===== src/rtl/dm_cache_pkg.sv =====
// Shared definitions for the direct-mapped cache controller: request
// opcodes, controller states and an address-field extraction helper.
package dm_cache_pkg;

    localparam logic [1:0] OP_NOP   = 2'b00;
    localparam logic [1:0] OP_READ  = 2'b01;
    localparam logic [1:0] OP_WRITE = 2'b10;
    localparam logic [1:0] OP_INV   = 2'b11;

    typedef enum logic [1:0] {
        ST_IDLE   = 2'd0,
        ST_LOOKUP = 2'd1,
        ST_FILL   = 2'd2,
        ST_WRMEM  = 2'd3
    } state_t;

    // Extract a w-bit field starting at bit lsb from an address (up to 32 bits).
    function automatic logic [31:0] addr_field(input logic [31:0] a,
                                               input int unsigned lsb,
                                               input int unsigned w);
        return (a >> lsb) & ((32'd1 << w) - 32'd1);
    endfunction

endpackage


===== src/rtl/dm_cache_ctrl_if.sv =====
// Bus bundle between the processor/memory side (master) and the cache
// controller (slave): request/response handshake plus main-memory port.
interface dm_cache_ctrl_if #(
    parameter int DATA_W = 13,
    parameter int ADDR_W = 13,
    parameter int WORDS  = 3
);
    logic                     req_valid;
    logic                     req_ready;
    logic [1:0]               op;
    logic [ADDR_W-1:0]        addr;
    logic [DATA_W-1:0]        wdata;
    logic                     rsp_valid;
    logic [DATA_W-1:0]        rsp_data;
    logic                     rsp_hit;
    logic                     rsp_err;
    logic                     mem_req_valid;
    logic                     mem_req_we;
    logic [ADDR_W-1:0]        mem_req_addr;
    logic [DATA_W-1:0]        mem_wdata;
    logic                     mem_ack;
    logic [WORDS*DATA_W-1:0]  mem_rdata;

    modport master (
        output req_valid, op, addr, wdata, mem_ack, mem_rdata,
        input  req_ready, rsp_valid, rsp_data, rsp_hit, rsp_err,
               mem_req_valid, mem_req_we, mem_req_addr, mem_wdata
    );

    modport slave (
        input  req_valid, op, addr, wdata, mem_ack, mem_rdata,
        output req_ready, rsp_valid, rsp_data, rsp_hit, rsp_err,
               mem_req_valid, mem_req_we, mem_req_addr, mem_wdata
    );
endinterface


===== src/rtl/dm_cache_array.sv =====
// Tag/valid/data storage for the direct-mapped cache. One combinational
// read port, one write port with per-word data mask. Only valid bits are
// reset; tag and data contents are don't-care until their line is valid.
module dm_cache_array #(
    parameter int DATA_W  = 13,
    parameter int INDEX_W = 3,
    parameter int TAG_W   = 8,
    parameter int WORDS   = 3
) (
    input  logic                    clk_i,
    input  logic                    rst_i,
    input  logic [INDEX_W-1:0]      rd_idx_i,
    output logic                    rd_valid_o,
    output logic [TAG_W-1:0]        rd_tag_o,
    output logic [WORDS*DATA_W-1:0] rd_data_o,
    input  logic                    we_i,
    input  logic [INDEX_W-1:0]      wr_idx_i,
    input  logic [TAG_W-1:0]        wr_tag_i,
    input  logic                    wr_valid_i,
    input  logic [WORDS-1:0]        wr_mask_i,
    input  logic [WORDS*DATA_W-1:0] wr_data_i
);
    localparam int LINES = 2 ** INDEX_W;

    logic [LINES-1:0]        valid_q;
    logic [TAG_W-1:0]        tag_q  [LINES];
    logic [WORDS*DATA_W-1:0] data_q [LINES];

    assign rd_valid_o = valid_q[rd_idx_i];
    assign rd_tag_o   = tag_q[rd_idx_i];
    assign rd_data_o  = data_q[rd_idx_i];

    // Valid bits: cleared asynchronously on reset, otherwise set/cleared by the write port.
    always_ff @(posedge clk_i or posedge rst_i) begin
        if (rst_i) begin
            valid_q <= '0;
        end else if (we_i) begin
            valid_q[wr_idx_i] <= wr_valid_i;
        end
    end

    // Tag and masked data words are written with the line; no reset needed.
    always_ff @(posedge clk_i) begin
        if (we_i) begin
            tag_q[wr_idx_i] <= wr_tag_i;
            for (int w = 0; w < WORDS; w++) begin
                if (wr_mask_i[w]) begin
                    data_q[wr_idx_i][w*DATA_W +: DATA_W] <= wr_data_i[w*DATA_W +: DATA_W];
                end
            end
        end
    end
endmodule


===== src/rtl/dm_cache_ctrl.sv =====
// Direct-mapped write-through, no-write-allocate cache controller.
// Handles READ/WRITE/INVALIDATE over a valid/ready handshake, fills whole
// blocks from main memory on read misses and keeps saturating hit/miss counts.
import dm_cache_pkg::*;

module dm_cache_ctrl #(
    parameter int DATA_W   = 13,
    parameter int INDEX_W  = 3,
    parameter int OFFSET_W = 2,
    parameter int WORDS    = 3,
    parameter int TAG_W    = 8,
    parameter int CNT_W    = 16
) (
    input  logic             clk,
    input  logic             reset,
    dm_cache_ctrl_if.slave   bus,
    output logic [CNT_W-1:0] hit_count,
    output logic [CNT_W-1:0] miss_count
);
    localparam int ADDR_W = TAG_W + INDEX_W + OFFSET_W;
    localparam logic [OFFSET_W:0] WORDS_L = (OFFSET_W+1)'(WORDS);

    state_t                  state_q;
    logic [1:0]              op_q;
    logic [ADDR_W-1:0]       addr_q;
    logic [DATA_W-1:0]       wdata_q;
    logic                    hit_q;

    logic                    rsp_valid_q, rsp_hit_q, rsp_err_q;
    logic [DATA_W-1:0]       rsp_data_q;
    logic                    mem_req_valid_q, mem_req_we_q;
    logic [ADDR_W-1:0]       mem_req_addr_q;
    logic [DATA_W-1:0]       mem_wdata_q;
    logic [CNT_W-1:0]        hit_cnt_q, miss_cnt_q;

    logic [TAG_W-1:0]        tag_f;
    logic [INDEX_W-1:0]      idx_f;
    logic [OFFSET_W-1:0]     off_f;
    logic                    off_err;
    logic                    hit;

    logic                    rd_valid;
    logic [TAG_W-1:0]        rd_tag;
    logic [WORDS*DATA_W-1:0] rd_data;
    logic [DATA_W-1:0]       look_word, fill_word;
    logic [WORDS-1:0]        off_mask;

    logic                    arr_we, arr_wvalid;
    logic [WORDS-1:0]        arr_wmask;
    logic [WORDS*DATA_W-1:0] arr_wdata;

    logic                    accept;

    function automatic logic [CNT_W-1:0] sat_inc(input logic [CNT_W-1:0] v);
        return (&v) ? v : v + CNT_W'(1);
    endfunction

    assign tag_f   = TAG_W'(addr_field(32'(addr_q), OFFSET_W + INDEX_W, TAG_W));
    assign idx_f   = INDEX_W'(addr_field(32'(addr_q), OFFSET_W, INDEX_W));
    assign off_f   = OFFSET_W'(addr_field(32'(addr_q), 0, OFFSET_W));
    assign off_err = {1'b0, off_f} >= WORDS_L;
    assign hit     = rd_valid && (rd_tag == tag_f);
    assign accept  = (state_q == ST_IDLE) && bus.req_valid && (bus.op != OP_NOP);

    assign bus.req_ready     = (state_q == ST_IDLE);
    assign bus.rsp_valid     = rsp_valid_q;
    assign bus.rsp_data      = rsp_data_q;
    assign bus.rsp_hit       = rsp_hit_q;
    assign bus.rsp_err       = rsp_err_q;
    assign bus.mem_req_valid = mem_req_valid_q;
    assign bus.mem_req_we    = mem_req_we_q;
    assign bus.mem_req_addr  = mem_req_addr_q;
    assign bus.mem_wdata     = mem_wdata_q;
    assign hit_count         = hit_cnt_q;
    assign miss_count        = miss_cnt_q;

    dm_cache_array #(
        .DATA_W  (DATA_W),
        .INDEX_W (INDEX_W),
        .TAG_W   (TAG_W),
        .WORDS   (WORDS)
    ) u_array (
        .clk_i      (clk),
        .rst_i      (reset),
        .rd_idx_i   (idx_f),
        .rd_valid_o (rd_valid),
        .rd_tag_o   (rd_tag),
        .rd_data_o  (rd_data),
        .we_i       (arr_we),
        .wr_idx_i   (idx_f),
        .wr_tag_i   (tag_f),
        .wr_valid_i (arr_wvalid),
        .wr_mask_i  (arr_wmask),
        .wr_data_i  (arr_wdata)
    );

    // Pick the addressed word out of the stored line and the incoming fill block.
    always_comb begin
        look_word = '0;
        fill_word = '0;
        off_mask  = '0;
        for (int w = 0; w < WORDS; w++) begin
            if (off_f == OFFSET_W'(w)) begin
                look_word   = rd_data[w*DATA_W +: DATA_W];
                fill_word   = bus.mem_rdata[w*DATA_W +: DATA_W];
                off_mask[w] = 1'b1;
            end
        end
    end

    // Array write port: write-hit word update, invalidate, or full-line fill.
    always_comb begin
        arr_we     = 1'b0;
        arr_wvalid = 1'b0;
        arr_wmask  = '0;
        arr_wdata  = '0;
        case (state_q)
            ST_LOOKUP: begin
                if (!off_err && hit && op_q == OP_WRITE) begin
                    arr_we     = 1'b1;
                    arr_wvalid = 1'b1;
                    arr_wmask  = off_mask;
                    arr_wdata  = {WORDS{wdata_q}};
                end else if (!off_err && hit && op_q == OP_INV) begin
                    arr_we     = 1'b1;
                    arr_wvalid = 1'b0;
                end
            end
            ST_FILL: begin
                if (bus.mem_ack) begin
                    arr_we     = 1'b1;
                    arr_wvalid = 1'b1;
                    arr_wmask  = '1;
                    arr_wdata  = bus.mem_rdata;
                end
            end
            default: ;
        endcase
    end

    // Capture the accepted request; these hold only while it is in flight.
    always_ff @(posedge clk) begin
        if (accept) begin
            op_q    <= bus.op;
            addr_q  <= bus.addr;
            wdata_q <= bus.wdata;
        end
        if (state_q == ST_LOOKUP) begin
            hit_q <= hit;
        end
    end

    // Controller FSM with registered response, memory-request and counter outputs.
    always_ff @(posedge clk or posedge reset) begin
        if (reset) begin
            state_q         <= ST_IDLE;
            rsp_valid_q     <= 1'b0;
            rsp_hit_q       <= 1'b0;
            rsp_err_q       <= 1'b0;
            rsp_data_q      <= '0;
            mem_req_valid_q <= 1'b0;
            mem_req_we_q    <= 1'b0;
            mem_req_addr_q  <= '0;
            mem_wdata_q     <= '0;
            hit_cnt_q       <= '0;
            miss_cnt_q      <= '0;
        end else begin
            rsp_valid_q <= 1'b0;
            rsp_hit_q   <= 1'b0;
            rsp_err_q   <= 1'b0;
            rsp_data_q  <= '0;
            case (state_q)
                ST_IDLE: begin
                    if (accept) begin
                        state_q <= ST_LOOKUP;
                    end
                end
                ST_LOOKUP: begin
                    if (off_err) begin
                        rsp_valid_q <= 1'b1;
                        rsp_err_q   <= 1'b1;
                        state_q     <= ST_IDLE;
                    end else if (op_q == OP_READ) begin
                        if (hit) begin
                            rsp_valid_q <= 1'b1;
                            rsp_hit_q   <= 1'b1;
                            rsp_data_q  <= look_word;
                            hit_cnt_q   <= sat_inc(hit_cnt_q);
                            state_q     <= ST_IDLE;
                        end else begin
                            miss_cnt_q      <= sat_inc(miss_cnt_q);
                            mem_req_valid_q <= 1'b1;
                            mem_req_we_q    <= 1'b0;
                            mem_req_addr_q  <= {addr_q[ADDR_W-1:OFFSET_W], {OFFSET_W{1'b0}}};
                            mem_wdata_q     <= '0;
                            state_q         <= ST_FILL;
                        end
                    end else if (op_q == OP_WRITE) begin
                        if (hit) begin
                            hit_cnt_q <= sat_inc(hit_cnt_q);
                        end else begin
                            miss_cnt_q <= sat_inc(miss_cnt_q);
                        end
                        mem_req_valid_q <= 1'b1;
                        mem_req_we_q    <= 1'b1;
                        mem_req_addr_q  <= addr_q;
                        mem_wdata_q     <= wdata_q;
                        state_q         <= ST_WRMEM;
                    end else begin
                        rsp_valid_q <= 1'b1;
                        rsp_hit_q   <= hit;
                        state_q     <= ST_IDLE;
                    end
                end
                ST_FILL: begin
                    if (bus.mem_ack) begin
                        mem_req_valid_q <= 1'b0;
                        rsp_valid_q     <= 1'b1;
                        rsp_data_q      <= fill_word;
                        state_q         <= ST_IDLE;
                    end
                end
                ST_WRMEM: begin
                    if (bus.mem_ack) begin
                        mem_req_valid_q <= 1'b0;
                        mem_req_we_q    <= 1'b0;
                        rsp_valid_q     <= 1'b1;
                        rsp_hit_q       <= hit_q;
                        state_q         <= ST_IDLE;
                    end
                end
                default: state_q <= ST_IDLE;
            endcase
        end
    end
endmodule


===== src/flat_wrapper.sv =====
// flat-port wrapper written by rule: the top's interface ports become plain ports
module dm_cache_ctrl_flat import dm_cache_pkg::*;
#(
    parameter int DATA_W   = 13,
    parameter int INDEX_W  = 3,
    parameter int OFFSET_W = 2,
    parameter int WORDS    = 3,
    parameter int TAG_W    = 8,
    parameter int CNT_W    = 16
)
  (clk, reset, hit_count, miss_count, bus_req_valid, bus_op, bus_addr, bus_wdata, bus_mem_ack, bus_mem_rdata, bus_req_ready, bus_rsp_valid, bus_rsp_data, bus_rsp_hit, bus_rsp_err, bus_mem_req_valid, bus_mem_req_we, bus_mem_req_addr, bus_mem_wdata);
  dm_cache_ctrl_if #(.DATA_W(DATA_W), .ADDR_W(13), .WORDS(WORDS)) bus_i ();
  input  logic clk;
  input  logic reset;
  output logic [CNT_W-1:0] hit_count;
  output logic [CNT_W-1:0] miss_count;
  input wire logic [$bits(bus_i.req_valid)-1:0] bus_req_valid;
  input wire logic [$bits(bus_i.op)-1:0] bus_op;
  input wire logic [$bits(bus_i.addr)-1:0] bus_addr;
  input wire logic [$bits(bus_i.wdata)-1:0] bus_wdata;
  input wire logic [$bits(bus_i.mem_ack)-1:0] bus_mem_ack;
  input wire logic [$bits(bus_i.mem_rdata)-1:0] bus_mem_rdata;
  output wire logic [$bits(bus_i.req_ready)-1:0] bus_req_ready;
  output wire logic [$bits(bus_i.rsp_valid)-1:0] bus_rsp_valid;
  output wire logic [$bits(bus_i.rsp_data)-1:0] bus_rsp_data;
  output wire logic [$bits(bus_i.rsp_hit)-1:0] bus_rsp_hit;
  output wire logic [$bits(bus_i.rsp_err)-1:0] bus_rsp_err;
  output wire logic [$bits(bus_i.mem_req_valid)-1:0] bus_mem_req_valid;
  output wire logic [$bits(bus_i.mem_req_we)-1:0] bus_mem_req_we;
  output wire logic [$bits(bus_i.mem_req_addr)-1:0] bus_mem_req_addr;
  output wire logic [$bits(bus_i.mem_wdata)-1:0] bus_mem_wdata;
  assign bus_i.req_valid = bus_req_valid;
  assign bus_i.op = bus_op;
  assign bus_i.addr = bus_addr;
  assign bus_i.wdata = bus_wdata;
  assign bus_i.mem_ack = bus_mem_ack;
  assign bus_i.mem_rdata = bus_mem_rdata;
  assign bus_req_ready = bus_i.req_ready;
  assign bus_rsp_valid = bus_i.rsp_valid;
  assign bus_rsp_data = bus_i.rsp_data;
  assign bus_rsp_hit = bus_i.rsp_hit;
  assign bus_rsp_err = bus_i.rsp_err;
  assign bus_mem_req_valid = bus_i.mem_req_valid;
  assign bus_mem_req_we = bus_i.mem_req_we;
  assign bus_mem_req_addr = bus_i.mem_req_addr;
  assign bus_mem_wdata = bus_i.mem_wdata;
  dm_cache_ctrl #(.DATA_W(DATA_W), .INDEX_W(INDEX_W), .OFFSET_W(OFFSET_W), .WORDS(WORDS), .TAG_W(TAG_W), .CNT_W(CNT_W)) u_core (.clk(clk), .reset(reset), .bus(bus_i), .hit_count(hit_count), .miss_count(miss_count));
endmodule

===== config.mk =====
export PLATFORM = sky130hd
export DESIGN_NAME = dm_cache_ctrl_flat
export DESIGN_NICKNAME = d
export VERILOG_FILES = /design/src/rtl/dm_cache_pkg.sv /design/src/rtl/dm_cache_ctrl_if.sv /design/src/rtl/dm_cache_array.sv /design/src/rtl/dm_cache_ctrl.sv /design/src/flat_wrapper.sv
export SDC_FILE = /design/constraint.sdc
export NUM_CORES = 1
export LEC_CHECK = 0
export CAP_MARGIN = 20
export CORE_MARGIN = 5
export CORE_UTILIZATION = 35
export CTS_CLUSTER_SIZE = 28
export DETAILED_ROUTE_END_ITERATION = 12
export SYNTH_ARGS = -nofsm -noshare
export SYNTH_HDL_FRONTEND = slang
export SYNTH_SLANG_ARGS = --single-unit
export TNS_END_PERCENT = 1

===== constraint.sdc =====
create_clock -name clk -period 10.5 [get_ports clk]
set_input_delay 2.1 -clock clk [delete_from_list [all_inputs] [get_ports clk]]
set_output_delay 2.1 -clock clk [all_outputs]
set_load 0.1 [all_outputs]

## Word level (Yosys, flattened, before mapping)

Memories as Yosys holds them, arrays and structs flattened. A register that Yosys moved wholly into a read port is not among the register bits.
Index checks and enable logic that the tools add are counted.

| operators by class | value |
|---|---|
| add/subtract/negate cells | 2 |
| magnitude comparators | 3 |
| equality and inequality tests | 16 |
| multiplexer cells | 87 |
| bitwise operators | 1 |
| reduce and logical (&&, ||, !) cells | 22 |

Operator list:

| kind | number |
|---|---|
| $mux 13 | 16 |
| $mux 16 | 8 |
| $mux 39 | 2 |
| $pmux 39 s2 | 1 |
| $mux 1 | 38 |
| $add 16x1->16 const B | 2 |
| $reduce_and 16->1 | 2 |
| $pmux 13 s2 | 1 |
| $mux 2 | 6 |
| $mux 3 | 4 |
| $pmux 1 s2 | 6 |
| $eq 2x2->1 const B | 5 |
| $reduce_and 5->1 | 2 |
| $bwmux 8 | 1 |
| $eq 8x8->1 | 1 |
| $reduce_bool 2->1 | 4 |
| $logic_and 1x1->1 | 7 |
| $eq 2x1->1 const B | 3 |
| $ne 2x2->1 const B | 3 |
| $pmux 2 s3 | 1 |
| $pmux 3 s2 | 1 |
| $logic_not 2->1 | 2 |
| $lt 3x4->1 const B | 1 |
| $ne 2x1->1 const B | 2 |
| 12 further kinds | 12 |

| word-level totals | value |
|---|---|
| register bits | 115 |
| RAM bits | 376 |
| output and inout bits | 77 |
| word-level logic and storage cells | 149 |
| memories kept | 2 |

Memory list:

| name | depth | width | rd ports | clocked after memory_dff | write ports | RTL line | text |
|---|---|---|---|---|---|---|---|
| u_core.u_array.data_q | 8 | 39 | 1 | 1 | 1 | dm_cache_array.sv:27 | `logic [WORDS*DATA_W-1:0] data_q [LINES];` |
| u_core.u_array.tag_q | 8 | 8 | 1 | 1 | 1 | dm_cache_array.sv:26 | `logic [TAG_W-1:0] tag_q [LINES];` |

## Longest topological paths before layout

| logic depth | value |
|---|---|
| depth after elaboration | 10 |
| gate-level depth with buffers | 12 |
| gate-level depth less buffers | 8 |

## Cells and area by module

From an unflattened synthesis, not the netlist that was laid out.

| second synthesis, totals | value |
|---|---|
| cell total of the unflattened synthesis | 1084 |
| area, all modules | 20428.3 sq um |

Modules (own cells, without submodules):

| module | times used | cells an instance | area each (sq um) | seq. area each (sq um) |
|---|---|---|---|---|
| dm_cache_array | 1 | 596 | 14933.1 | 11491.0 |
| dm_cache_ctrl | 1 | 488 | 5495.3 | 2822.7 |

## Worst setup path before layout

No wires, ideal clock.

| timing path | value |
|---|---|
| path type | input to register |
| start | input bus_mem_ack |
| end | memory u_core.u_array.data_q[2][13] (netlist name), enable pin |
| library setup time | 0.400 ns |
| arrival | 3.699 ns |
| data required time | 10.100 ns |
| slack | 6.402 ns |
| stages | 5 |
| path buffers | 1 |
| cells stage by stage | and2_1 -> nand2_1 -> o31a_1 -> clkbuf_1 -> nor3_1 |

| between the ends | value |
|---|---|
| longest elaborated chain between the ends | 5 |
| elaborated cells between the ends (all ways) | 7 |
| classes of those cells | mux: 7 |

Ends and longest elaborated chain:

| what | RTL line | text |
|---|---|---|
| from (decl) | flat_wrapper.sv:21 | `input wire logic [$bits(bus_i.mem_ack)-1:0] bus_mem_ack;` |
| $mux 3 | dm_cache_ctrl.sv:130 | `if (bus.mem_ack) begin` |
| $pmux 3 s2 | dm_cache_ctrl.sv:117 | `case (state_q)` |
| $mux 1 | dm_cache_array.sv:47 | `if (wr_mask_i[w]) begin` |
| $mux 1 * | dm_cache_array.sv:44 | `if (we_i) begin` |
| $mux 1 (implied by the code) * | dm_cache_array.sv:48 | `data_q[wr_idx_i][w*DATA_W +: DATA_W] <= wr_data_i[w*DATA_W +: DATA_W];` |
| to (decl) | dm_cache_array.sv:27 |  |

Mark *: on every way between the ends. The rest lies on a longest branch, timed or not.

==> out/results.tsv <==
metric	value	unit
cp_slowest_cell	nor3_2	
criticalPathCategory	register to register	
post_route_cells_drive_above_1_share	0.204	
cts_resized	0	
outcome	completed	
route.detailed.drc	0	
routed_wl	52000	um
io_pins	148	
multiInputGateArea	5530	um2
synth_cells	1163	
grt_max_degree	65	
ys_ff_latch	494	
power_density	228	nW/um2
numCtsBuffers	53	
syn_avg_cell_area	17.3	um2
synth_nets	1245	
rsz0062_at_grt	false	
antenna_found_initial	0	
final_core_utilization	0.427	
clkSinkCount	494	
ir_drop	0.237	mV
hold_slack	0.497	ns
period_needed	5.40	ns
yosysTopAreaCellShare	0.603	
whs_path_depth	1	
row_count	88	
syn_to_final_growth	21.5	%
report.final.slew_viol_count	0	
crit_path_start_kind	register	
ant_nets	0	
core-area	57400	um2
fin_crit_sh	0.515	
grt.total_usage	0.163	
fin_ws	5.10	ns
io_buffers	147	
clkLatencyLatePin	0.60	ns
synth_common_cells	edfxtp_1 (405), nand2_1 (118), mux4_2 (95), dfrtp_1 (86)	
syn_area	20200	um2
cts.path.max_buffers	3	
die_y	250	um
crit_top_cell	nor3_2	
first_pass_iters	6	
synth.yosys.seq_area_share	0.713	
yosys_warnings	0	
synth-edff-count	405	
hold_path.class	register to register	
worst_pin_slew	1.12	ns
hold_viol_final	0	
fin_skew	0.0303	ns
p_leak	0.00810	uW
crit_fanout	64	
grt_pass1_vias	11400	
synth_most_common_cell	edfxtp_1	
root_buffer	clkbuf_16	
synth_flop_cell	edfxtp_1	
post_cts_buffers	0	
place_congestion	0.815	
nFillCells	5036	
cap_violations	0	
cts_max_level	2	
viasPerCell	5.21	
seq_area	14400	um2
drt_iter0_drc	996	
diodes	0	
critPathMaxStageDelay	0.99	ns
arrival	5.61	ns
overflow	0	
wl_per_cell	24.3	um
initial_core_util	0.352	
async_flop_share	0.174	
postCtsHoldBufs	0	
worst_ep_required_time	10.71	ns
finalSetupViolations	0	
die_area	62500	um2
ys_types	59	
vias	11100	
clk_pin_slew	0.06	ns
nets	1415	
yosys.area.top_type	edfxtp_1	
crit_chain	buf_4 -> mux4_2 -> mux2i_1 -> xnor2_1 -> nor3_2 -> inv_1 -> nor3_4 -> a31oi_1 -> nor3_2	
ys_top_cells_by_area	edfxtp_1 (60%), dfrtp_1 (11%), mux4_2 (11%), nand2_1 (2.2%), mux2i_1 (1.9%)	
place_ws	4.99	ns
dpl.hpwl	35800	um
die_w	250	um
endpoint_kind	register	
setup_tns	0	ns
grt_pass1_wl	76700	um
timing.fmax	185	MHz
slew_headroom	0.250	
cts_tree	done	
reg2reg_depth	9	
-- through the flow --
step	total power, uW	instances	area (um2)
after global routing	5790	2139	24500
final	5580	2139	24500
after detailed placement	3800	2019	22500
after global placement	3790	2019	22500
after CTS	5630	2115	24200
after floorplan	3390	1163	20200
-- kinds of logic (layout without fill, tap and decap cells) --
kind of cell,Yosys count,count (layout),synth area share
DFF,494,494,0.713
and+or+nand+nor,266,266,0.0669
muxes,164,164,0.142
AOI/OAI and AO/OA,106,106,0.0362
buffers and inverters,85,296,0.0189
xor gates and xnor gates,37,37,0.0161
adders and majority gates,11,11,0.00683
-- report_power, final --
part / internal [uW] / switching (uW)
Clock: 1080 / 744
Sequential: 2230 / 117
Combinational: 449 / 966
-- worst paths after layout --
| kind | from | to | slack, ns |
|---|---|---|---|
| worst min register to register | u_core.hit_count[6] | u_core.hit_count[6] | 0.50 |
| min in group asynchronous | reset | u_core.bus.mem_wdata[11] | 1.94 |
| max in group asynchronous | reset | u_core.bus.rsp_data[6] | 7.54 |
| worst max-delay path | register | u_core.u_array.data_q[7][14] | 5.10 |
| worst max register to register | register | u_core.u_array.data_q[7][14] | 5.10 |
| worst min-delay path | u_core.hit_count[6] | u_core.hit_count[6] | 0.50 |
-- layout make-up --
type,count,area share
timing repair buffer,181,0.0755
clock buffer,69,0.0583
multi-input combinational,584,0.226
sequential,494,0.587
inverter,19,0.00301
clock inverter,27,0.0113
tap,765,0.0391
-- placed cells by master (no fill, tap or decap), types with 5 or more instances in the layout --
master and n:
edfxtp_1 405, clkdlybuf4s50_1 147, nand2_1 118, mux4_2 95
dfrtp_1 86, clkbuf_16 54, mux2i_1 38, mux2_2 29
o21ai_0 26, nor3_2 25, xnor2_1 23, nand4_1 23
nor2_1 19, buf_6 19, inv_1 18, a211oi_1 18
a22o_1 15, xor2_1 14, a21oi_1 13, clkbuf_1 13
and3_1 12, nor2b_1 12, nand3_1 12, ha_1 11
buf_4 10, a2bb2oi_1 9, clkinv_2 9, nor3_1 7
clkinv_1 7, a22oi_1 5, and2_1 5, nor4_1 5
nor2_4 5, bufinv_16 5, clkbuf_8 5
-- worst max-delay path, delay by kind of cell, from the launching register on --
kind,cells,cell delay (ns)
simple gates,3,1.94
buf+inv,2,1.04
mux,2,0.78
compound gates,1,0.56
flops,1,0.53
xor+xnor,1,0.09
-- state kept, by name (all words and copies together), names as in the netlist, named ones only --
signal,flops
u_core.bus.mem_wdata,13
u_core.bus.mem_req_we,1
u_core.op_q,2
u_core.hit_q,1
u_core.u_array.valid_q,8
u_core.bus.rsp_valid,1
u_core.hit_count,16
u_core.bus.rsp_err,1
u_core.bus.rsp_hit,1
u_core.bus.rsp_data,13
u_core.bus.mem_req_addr,13
u_core.wdata_q,13
u_core.miss_count,16
u_core.u_array.tag_q,64
u_core.bus.mem_req_valid,1
u_core.u_array.data_q,312
u_core.state_q,2
u_core.addr_q,13
-- per-layer routing --
| layer | share of wire | vias to the layer above | track usage | wire length [um] |
|---|---|---|---|---|
| met1 | 0.41 | 5666 | 0.221 | 21400 |
| met4 | 0.031 | 0 | 0.0505 | 1610 |
| met3 | 0.084 | 100 | 0.0432 | 4370 |
| met5 | 0 | - | 0 | 0 |
| met2 | 0.47 | 466 | 0.258 | 24600 |
| li1 | - | 4902 | - | - |
(Power assumes the default switching activity.)
